$ cat config.mk
export PLATFORM = sky130hd
export DESIGN_NAME = imem_loader
export DESIGN_NICKNAME = d
export VERILOG_FILES = /design/src/rtl/imem_loader.sv
export SDC_FILE = /design/constraint.sdc
export NUM_CORES = 1
export LEC_CHECK = 0
export CAP_MARGIN = 15
export CELL_PAD_IN_SITES_DETAIL_PLACEMENT = 2
export CELL_PAD_IN_SITES_GLOBAL_PLACEMENT = 2
export CORE_MARGIN = 2
export CORE_UTILIZATION = 37
export DETAILED_ROUTE_END_ITERATION = 10
export HOLD_SLACK_MARGIN = 0.05
export PLACE_DENSITY_LB_ADDON = 0.1
export REMOVE_ABC_BUFFERS = 1
export SKIP_CTS_REPAIR_TIMING = 1
export SLEW_MARGIN = 20
export SYNTH_ARGS = -nofsm -noshare
export SYNTH_HDL_FRONTEND = slang
export SYNTH_SLANG_ARGS = --single-unit
$ cat constraint.sdc
create_clock -name clk -period 5.09 [get_ports clk]
set_input_delay 1.2725 -clock clk [delete_from_list [all_inputs] [get_ports clk]]
set_output_delay 1.2725 -clock clk [all_outputs]
set_load 0.02 [all_outputs]
$ cat src/rtl/imem_loader.sv
// Boot-time loader: parses a LEN_HI/LEN_LO/payload/CSUM byte stream and writes the payload
// into a byte-addressed, big-endian instruction memory while holding the CPU in reset.
module imem_loader #(
    parameter int MEM_BYTES = 16,
    parameter int ADDR_W    = 4
) (
    input  logic              clk,
    input  logic              reset,
    input  logic              start,
    input  logic              in_valid,
    input  logic [7:0]        in_byte,
    output logic              in_ready,
    output logic              wr_en,
    output logic [ADDR_W-1:0] wr_addr,
    output logic [7:0]        wr_data,
    output logic              cpu_hold,
    output logic              done,
    output logic              error,
    output logic [31:0]       last_word
);

    localparam int               CNT_W   = ADDR_W + 1;
    localparam logic [15:0]      MAX_LEN = 16'(MEM_BYTES);
    localparam logic [CNT_W-1:0] CNT_ONE = CNT_W'(1);

    typedef enum logic [2:0] {
        S_IDLE   = 3'd0,
        S_LEN_HI = 3'd1,
        S_LEN_LO = 3'd2,
        S_DATA   = 3'd3,
        S_CSUM   = 3'd4,
        S_DONE   = 3'd5,
        S_ERROR  = 3'd6
    } state_t;

    state_t             r_state;
    logic               r_in_ready;
    logic               r_wr_en;
    logic [ADDR_W-1:0]  r_wr_addr;
    logic [7:0]         r_wr_data;
    logic               r_cpu_hold;
    logic               r_done;
    logic               r_error;
    logic [31:0]        r_last_word;
    logic [7:0]         r_len_hi;
    logic [CNT_W-1:0]   r_len;
    logic [CNT_W-1:0]   r_cnt;
    logic [7:0]         r_xor;
    logic [23:0]        r_asm;

    logic               w_xfer;
    logic [15:0]        w_len;
    logic               w_len_bad;
    logic [CNT_W-1:0]   w_cnt_nxt;

    assign w_xfer    = in_valid & r_in_ready;
    assign w_len     = {r_len_hi, in_byte};
    assign w_len_bad = (w_len > MAX_LEN) || (w_len[1:0] != 2'b00);
    assign w_cnt_nxt = r_cnt + CNT_ONE;

    // Frame-parsing FSM; every output is a register updated alongside the state.
    always_ff @(posedge clk or negedge reset) begin
        if (!reset) begin
            r_state     <= S_IDLE;
            r_in_ready  <= 1'b0;
            r_wr_en     <= 1'b0;
            r_wr_addr   <= '0;
            r_wr_data   <= 8'h00;
            r_cpu_hold  <= 1'b1;
            r_done      <= 1'b0;
            r_error     <= 1'b0;
            r_last_word <= 32'h0000_0000;
            r_len_hi    <= 8'h00;
            r_len       <= '0;
            r_cnt       <= '0;
            r_xor       <= 8'h00;
            r_asm       <= 24'h00_0000;
        end else begin
            r_wr_en <= 1'b0;
            case (r_state)
                S_IDLE, S_DONE, S_ERROR: begin
                    if (start) begin
                        r_state     <= S_LEN_HI;
                        r_in_ready  <= 1'b1;
                        r_cpu_hold  <= 1'b1;
                        r_done      <= 1'b0;
                        r_error     <= 1'b0;
                        r_last_word <= 32'h0000_0000;
                        r_cnt       <= '0;
                        r_xor       <= 8'h00;
                        r_asm       <= 24'h00_0000;
                    end
                end
                S_LEN_HI: begin
                    if (w_xfer) begin
                        r_len_hi <= in_byte;
                        r_state  <= S_LEN_LO;
                    end
                end
                S_LEN_LO: begin
                    if (w_xfer) begin
                        r_len <= w_len[CNT_W-1:0];
                        if (w_len_bad) begin
                            r_state    <= S_ERROR;
                            r_in_ready <= 1'b0;
                            r_error    <= 1'b1;
                        end else if (w_len == 16'd0) begin
                            r_state <= S_CSUM;
                        end else begin
                            r_state <= S_DATA;
                        end
                    end
                end
                S_DATA: begin
                    if (w_xfer) begin
                        r_wr_en   <= 1'b1;
                        r_wr_addr <= r_cnt[ADDR_W-1:0];
                        r_wr_data <= in_byte;
                        r_xor     <= r_xor ^ in_byte;
                        r_asm     <= {r_asm[15:0], in_byte};
                        r_cnt     <= w_cnt_nxt;
                        // The fourth byte of a word completes it: publish with its write.
                        if (r_cnt[1:0] == 2'b11) begin
                            r_last_word <= {r_asm, in_byte};
                        end
                        if (w_cnt_nxt == r_len) begin
                            r_state <= S_CSUM;
                        end
                    end
                end
                S_CSUM: begin
                    if (w_xfer) begin
                        r_in_ready <= 1'b0;
                        if (in_byte == r_xor) begin
                            r_state    <= S_DONE;
                            r_done     <= 1'b1;
                            r_cpu_hold <= 1'b0;
                        end else begin
                            r_state <= S_ERROR;
                            r_error <= 1'b1;
                        end
                    end
                end
                default: begin
                    r_state    <= S_ERROR;
                    r_in_ready <= 1'b0;
                    r_cpu_hold <= 1'b1;
                    r_done     <= 1'b0;
                    r_error    <= 1'b1;
                end
            endcase
        end
    end

    assign in_ready  = r_in_ready;
    assign wr_en     = r_wr_en;
    assign wr_addr   = r_wr_addr;
    assign wr_data   = r_wr_data;
    assign cpu_hold  = r_cpu_hold;
    assign done      = r_done;
    assign error     = r_error;
    assign last_word = r_last_word;

endmodule
==> results of run 1 <==
cell type report:
cell class	count	area, sq um
flip-flops and latches	102	2550
repair buffers	66	663
well taps	147	184
fillers	1270	6490
clock inverters	3	20.0
inverters	3	11.3
multi-input cells	316	1790
clock buffers	12	256
routing by layer:
metal	track usage, %	up-vias
li1	-	1602
met1	23.8	1715
met2	32.1	42
met3	2.91	9
met4	7.80	0
met5	0	-
metrics by stage:
stage	hold WS (ns)	std cells	util [%]	setup slack, ns	area, sq um
finish	0.481	649	45.8	1.79	5480
global route	0.509	649	45.8	1.54	5480
CTS	0.483	648	45.5	1.75	5450
detailed placement	0.468	633	43.2	1.39	5170
global placement	0.460	633	43.2	1.51	5170
floorplan	0.446	421	-	1.58	4340
power groups by stage:
stage | sequential [mW] | clock (mW) | combinational, mW
after detailed placement | 0.836 | 0 | 0.0548
after floorplan | 0.836 | 0 | 0.0146
after global routing | 0.821 | 0.702 | 0.0606
final | 0.821 | 0.655 | 0.0525
after global placement | 0.836 | 0 | 0.0528
after CTS | 0.820 | 0.679 | 0.0549
registers in the layout (all words and copies together), names as in the netlist, 3 cells and up:
| register | cells |
|---|---|
| wr_addr | 4 |
| r_len | 5 |
| last_word | 32 |
| r_len_hi | 8 |
| r_asm | 24 |
| r_xor | 8 |
| r_cnt | 5 |
| r_state | 3 |
| wr_data | 8 |
path summary, 6_finish.rpt:
kind,start,slack (ns),cells past startpoint,end
worst min register to register,last_word[23],0.48,2,last_word[23]
max in group asynchronous,reset,3.54,2,wr_addr[3]
min in group asynchronous,reset,1.00,2,last_word[24]
worst max-delay path,in_valid,1.79,7,last_word[26]
worst max register to register,r_state[2],2.41,6,last_word[26]
worst min-delay path,last_word[23],0.48,2,last_word[23]
kinds of logic after synthesis:
logic type | count (synthesis) | share of synthesized area, %
XOR/XNOR | 18 | 3.82
flip-flops | 102 | 56.5
AND/OR/NAND/NOR | 186 | 17.9
AO/OA/AOI/OAI | 97 | 13.8
adder cells (fa/ha/maj) | 2 | 0.526
buffers and inverters | 30 | 4.32
multiplexers | 13 | 3.24
cells in the mapped netlist, drive strengths merged, types with 3 or more instances:
cell type | instances | area share, %
nand3b | 3 | 0.50
xnor2 | 5 | 1.1
nand2 | 140 | 12
xor2 | 13 | 2.7
nor2b | 4 | 0.55
nor4 | 5 | 0.69
inv | 3 | 0.25
a21oi | 4 | 0.53
nor2 | 14 | 1.3
o21ai | 73 | 9.5
mux2 | 13 | 3.2
buf | 18 | 3.3
nor3b | 3 | 0.61
nand2b | 3 | 0.41
nor3 | 5 | 0.80
dfrtp | 101 | 56
nand3 | 6 | 0.89
clkbuf | 9 | 0.75
worst max-delay path, stage by stage:
cell	delay (ns)
clkdlybuf4s50_1	0.51
nand4b_1	0.23
a21oi_2	0.13
o22ai_4	0.62
buf_4	0.54
nand2_1	0.16
o21ai_2	0.09
==> flow_metrics.env, run 1 <==
export IMPL_p_seq_share_pct=53.7
export IMPL_ant_nets=0
export IMPL_wl_met2_microns=5540
export IMPL_crit_arrival_ns=3.58
export IMPL_die_area_sq_um=13100
export IMPL_clock_latency_ns=0.35
export IMPL_grt_overflow_total=0
export IMPL_syn2layout_area_growth_pct=21.1
export IMPL_drive_above_1_share_pct=13.3
export IMPL_synth_seq_area_share_pct=56.5
export IMPL_clk_pin_slew_worst_paths_ns=0.07
export IMPL_drt_first_pass_iters=4
export IMPL_clock_sinks=102
export IMPL_setup_worst_path_class="in2reg"
export IMPL_cp_data_required_time_ns=5.37
export IMPL_worst_pin_slew_ns=0.776
export IMPL_drc=0
export IMPL_layout_common_cells="140 x nand2_1, 101 x dfrtp_1, 59 x clkdlybuf4s50_1, 46 x o21ai_0, 17 x o21ai_2"
export IMPL_via_per_inst=5.19
export IMPL_setup_violations=0
export IMPL_vdd_ir_drop_max_mv=0.140
export IMPL_start_util_pct=37.8
export IMPL_synthFlopType="dfrtp_1"
export IMPL_final_setup_tns_ns=0
export IMPL_numPortBuffers=60
export IMPL_internal_power_mw=1.19
export IMPL_routed_via_count=3368
export IMPL_endpoint_kind="flop"
export IMPL_grt_max_degree=57
export IMPL_die_x_microns=115
export IMPL_fmax_ghz=0.303
export IMPL_status="complete, no violations"
export IMPL_ios=61
export IMPL_grt_pass1_wl_microns=19100
export IMPL_drt_wl_total_microns=11200
export IMPL_ys_ff_latch=102
export IMPL_fin_skew_ns=0.00553
export IMPL_cts_made_buffers=9
export IMPL_min_path_type="reg2reg"
export IMPL_drv_slew=0
export IMPL_fin_nets=511
export IMPL_syn_instance_count=448
export IMPL_drtIter0Drc=90
export IMPL_fp_coreArea_sq_um=12000
export IMPL_ys_warn_count=0
export IMPL_cts_tree="done"
export IMPL_final_common_cell="nand2_1"
export IMPL_top_layer="met4"
export IMPL_wl_per_cell_microns=17.2
export IMPL_p_comb_share_pct=3.4
export IMPL_diodes=0
export IMPL_route_met3_wl_microns=261
export IMPL_rsz0062_at_grt="false"
export IMPL_die_h_microns=115
export IMPL_period_share_pct=64.8
export IMPL_finalPower_mw=1.53
export IMPL_synthArstFlopShare_pct=100
export IMPL_drv_cap=0
export IMPL_grt_pass1_vias=3684
export IMPL_cts_root_buffer="clkbuf_16"
export IMPL_yosysUniqueCellTypes=52
export IMPL_relSlewSlack_pct=48.3
export IMPL_netSwitchingFraction_pct=22.2
export IMPL_synth_area_per_cell_sq_um=10.1
export IMPL_period_minus_slack_ns=3.30
export IMPL_h_tree_depth=3
export IMPL_syn_cell_area_sq_um=4520
export IMPL_clk_path_buf_depth=2
export IMPL_crit_path_start_kind="input port"
export IMPL_cp_max_fo=42
export IMPL_antenna_found_initial=0
export IMPL_place_congestion=0.743
export IMPL_power_leakage_nw=2.56
export IMPL_core_rowCount=40
export IMPL_grtUsageTotal_pct=18.8
export IMPL_clkPwrFrac_pct=42.9
export IMPL_dp_hpwl_microns=7550
export IMPL_p_per_area_nw_per_um2=279
export IMPL_wirelength_met1_microns=5160
export IMPL_power_switching_mw=0.340
export IMPL_hold_viol=0
export IMPL_synth_edf_count=0
(Power assumes the default switching activity.)
==> inputs of run 2 (changes only) <==
CORE_UTILIZATION = 31   (was 37)
clock period = 2.65 ns   (was 5.09 ns; I/O delays follow)
==> flow_metrics.env, run 2 (synthesis gave the netlist of run 1 again) <==
export IMPL_die_x_microns=125
export IMPL_fin_nets=524
export IMPL_min_path_type="in2async"
export IMPL_grtUsageTotal_pct=16.0
export IMPL_cts_root_buffer="clkbuf_16"
export IMPL_core_rowCount=44
export IMPL_worst_path_stages=1
export IMPL_antenna_found_initial=0
export IMPL_h_tree_depth=3
export IMPL_grt_pass1_vias=3846
export IMPL_via_per_inst=4.89
export IMPL_fin_skew_ns=0.00595
export IMPL_cp_cell_sequence="clkdlybuf4s50_1"
export IMPL_crit_path_start_kind="flop"
export IMPL_rr_worst_depth=5
export IMPL_die_area_sq_um=15600
export IMPL_period_minus_slack_ns=2.22
export IMPL_p_seq_share_pct=54.0
export IMPL_setup_violations=0
export IMPL_dp_hpwl_microns=8040
export IMPL_final_setup_tns_ns=0
export IMPL_cp_max_fo=8
export IMPL_clock_sinks=102
export IMPL_critPathBufInv=1
export IMPL_worst_pin_slew_ns=0.654
export IMPL_drt_wl_total_microns=11500
export IMPL_fp_coreArea_sq_um=14400
export IMPL_cts_tree="done"
export IMPL_die_h_microns=125
export IMPL_clk_pin_slew_worst_paths_ns=0.07
export IMPL_ant_nets=0
export IMPL_endpoint_kind="output pin"
export IMPL_cts_made_buffers=9
export IMPL_routed_via_count=3419
export IMPL_relSlewSlack_pct=56.4
export IMPL_crit_start="in_ready"
export IMPL_netSwitchingFraction_pct=22.3
export IMPL_power_leakage_nw=2.63
export IMPL_slowest_stage="clkdlybuf4s50_1"
export IMPL_drtIter0Drc=121
export IMPL_drv_cap=0
export IMPL_critPathTopFamily="buffers and inverters"
export IMPL_drt_first_pass_iters=3
export IMPL_p_per_area_nw_per_um2=519
export IMPL_p_comb_share_pct=4.1
export IMPL_n_fill_cell=1541
export IMPL_fmax_ghz=0.451
export IMPL_place_congestion=0.761
export IMPL_worstReg2RegStart="r_state[1]"
export IMPL_diodes=0
export IMPL_drc=0
export IMPL_crit_arrival_ns=1.56
export IMPL_period_share_pct=83.7
export IMPL_status="complete, no violations"
export IMPL_clock_latency_ns=0.35
export IMPL_setup_worst_path_class="reg2out"
export IMPL_placed_cell_area_sq_um=5360
export IMPL_grt_overflow_total=0
export IMPL_rsz0062_at_grt="false"
export IMPL_final_area_sq_um=5630
export IMPL_largest_reg_flops=32
export IMPL_clk_path_buf_depth=2
export IMPL_drv_slew=0
export IMPL_layout_common_cells="140 x nand2_1, 101 x dfrtp_1, 59 x clkdlybuf4s50_1, 46 x o21ai_0"
export IMPL_cp_data_required_time_ns=1.99
export IMPL_grt_max_degree=53
export IMPL_drive_above_1_share_pct=15.5
export IMPL_internal_power_mw=2.27
export IMPL_start_util_pct=31.5
export IMPL_hold_viol=0
export IMPL_max_stage_delay_ns=0.67
export IMPL_ff2ff_setup_slack_ns=0.61
export IMPL_power_switching_mw=0.652
export IMPL_final_common_cell="nand2_1"
export IMPL_wl_per_cell_microns=16.4
export IMPL_crit_end="in_ready"
export IMPL_ios=61
export IMPL_vdd_ir_drop_max_mv=0.279
export IMPL_grt_pass1_wl_microns=20000
export IMPL_syn2layout_area_growth_pct=24.4
export IMPL_numPortBuffers=60
export IMPL_timing_rr_end="r_xor[1]"
export IMPL_clkPwrFrac_pct=41.9
## run 2: power groups by stage
| stage | Clock [mW] | Sequential, mW | Combinational [mW] |
|---|---|---|---|
| CTS | 1.28 | 1.58 | 0.124 |
| global route | 1.33 | 1.58 | 0.136 |
| detailed placement | 0 | 1.61 | 0.123 |
| finish | 1.22 | 1.58 | 0.119 |
| floorplan | 0 | 1.61 | 0.0280 |
| global placement | 0 | 1.61 | 0.121 |
## run 2: per-layer routing
layer | GRT usage, % | vias to the layer above | wire (microns) | part of all wire [%]
li1 | - | 1637 | - | -
met1 | 20.0 | 1728 | 5340 | 46
met2 | 27.4 | 41 | 5650 | 49
met3 | 4.17 | 13 | 370 | 3.2
met4 | 4.36 | 0 | 136 | 1.2
met5 | 0 | - | 0 | 0
## run 2: cell type report
type                            count  area (sq um)  share of cell area, %
Multi-Input combinational cell    316          1790                   31.8
Tap cell                          184           230                   4.09
Timing Repair Buffer               79           778                   13.8
Inverter                            3          11.3                  0.200
Clock inverter                      4          23.8                  0.423
Clock buffer                       11           243                   4.31
Sequential cell                   102          2550                   45.4
## run 2: metrics by stage
| stage | std cells | hold WS [ns] | setup slack (ns) | power (mW) | utilization (%) |
|---|---|---|---|---|---|
| floorplan | 421 | 0.367 | -0.282 | 1.63 | - |
| global route | 699 | 0.129 | 0.313 | 3.04 | 39.2 |
| detailed placement | 684 | 0.466 | 0.0876 | 1.73 | 37.3 |
| global placement | 684 | 0.460 | 0.159 | 1.73 | 37.3 |
| finish | 699 | 0.139 | 0.431 | 2.92 | 39.2 |
| CTS | 699 | 0.129 | 0.412 | 2.98 | 39.2 |
## run 2: how the worst min path moves through the flow
stage                  startpoint       endpoint  slack, ns  cells after the start
detailed placement       r_asm[6]       r_asm[6]       0.47                      2
finish                      reset  last_word[16]       0.14                      1
global placement    last_word[26]  last_word[26]       0.46                      2
CTS                         reset  last_word[24]       0.13                      1
floorplan                   reset           done       0.37                      0
global route                reset  last_word[16]       0.13                      1
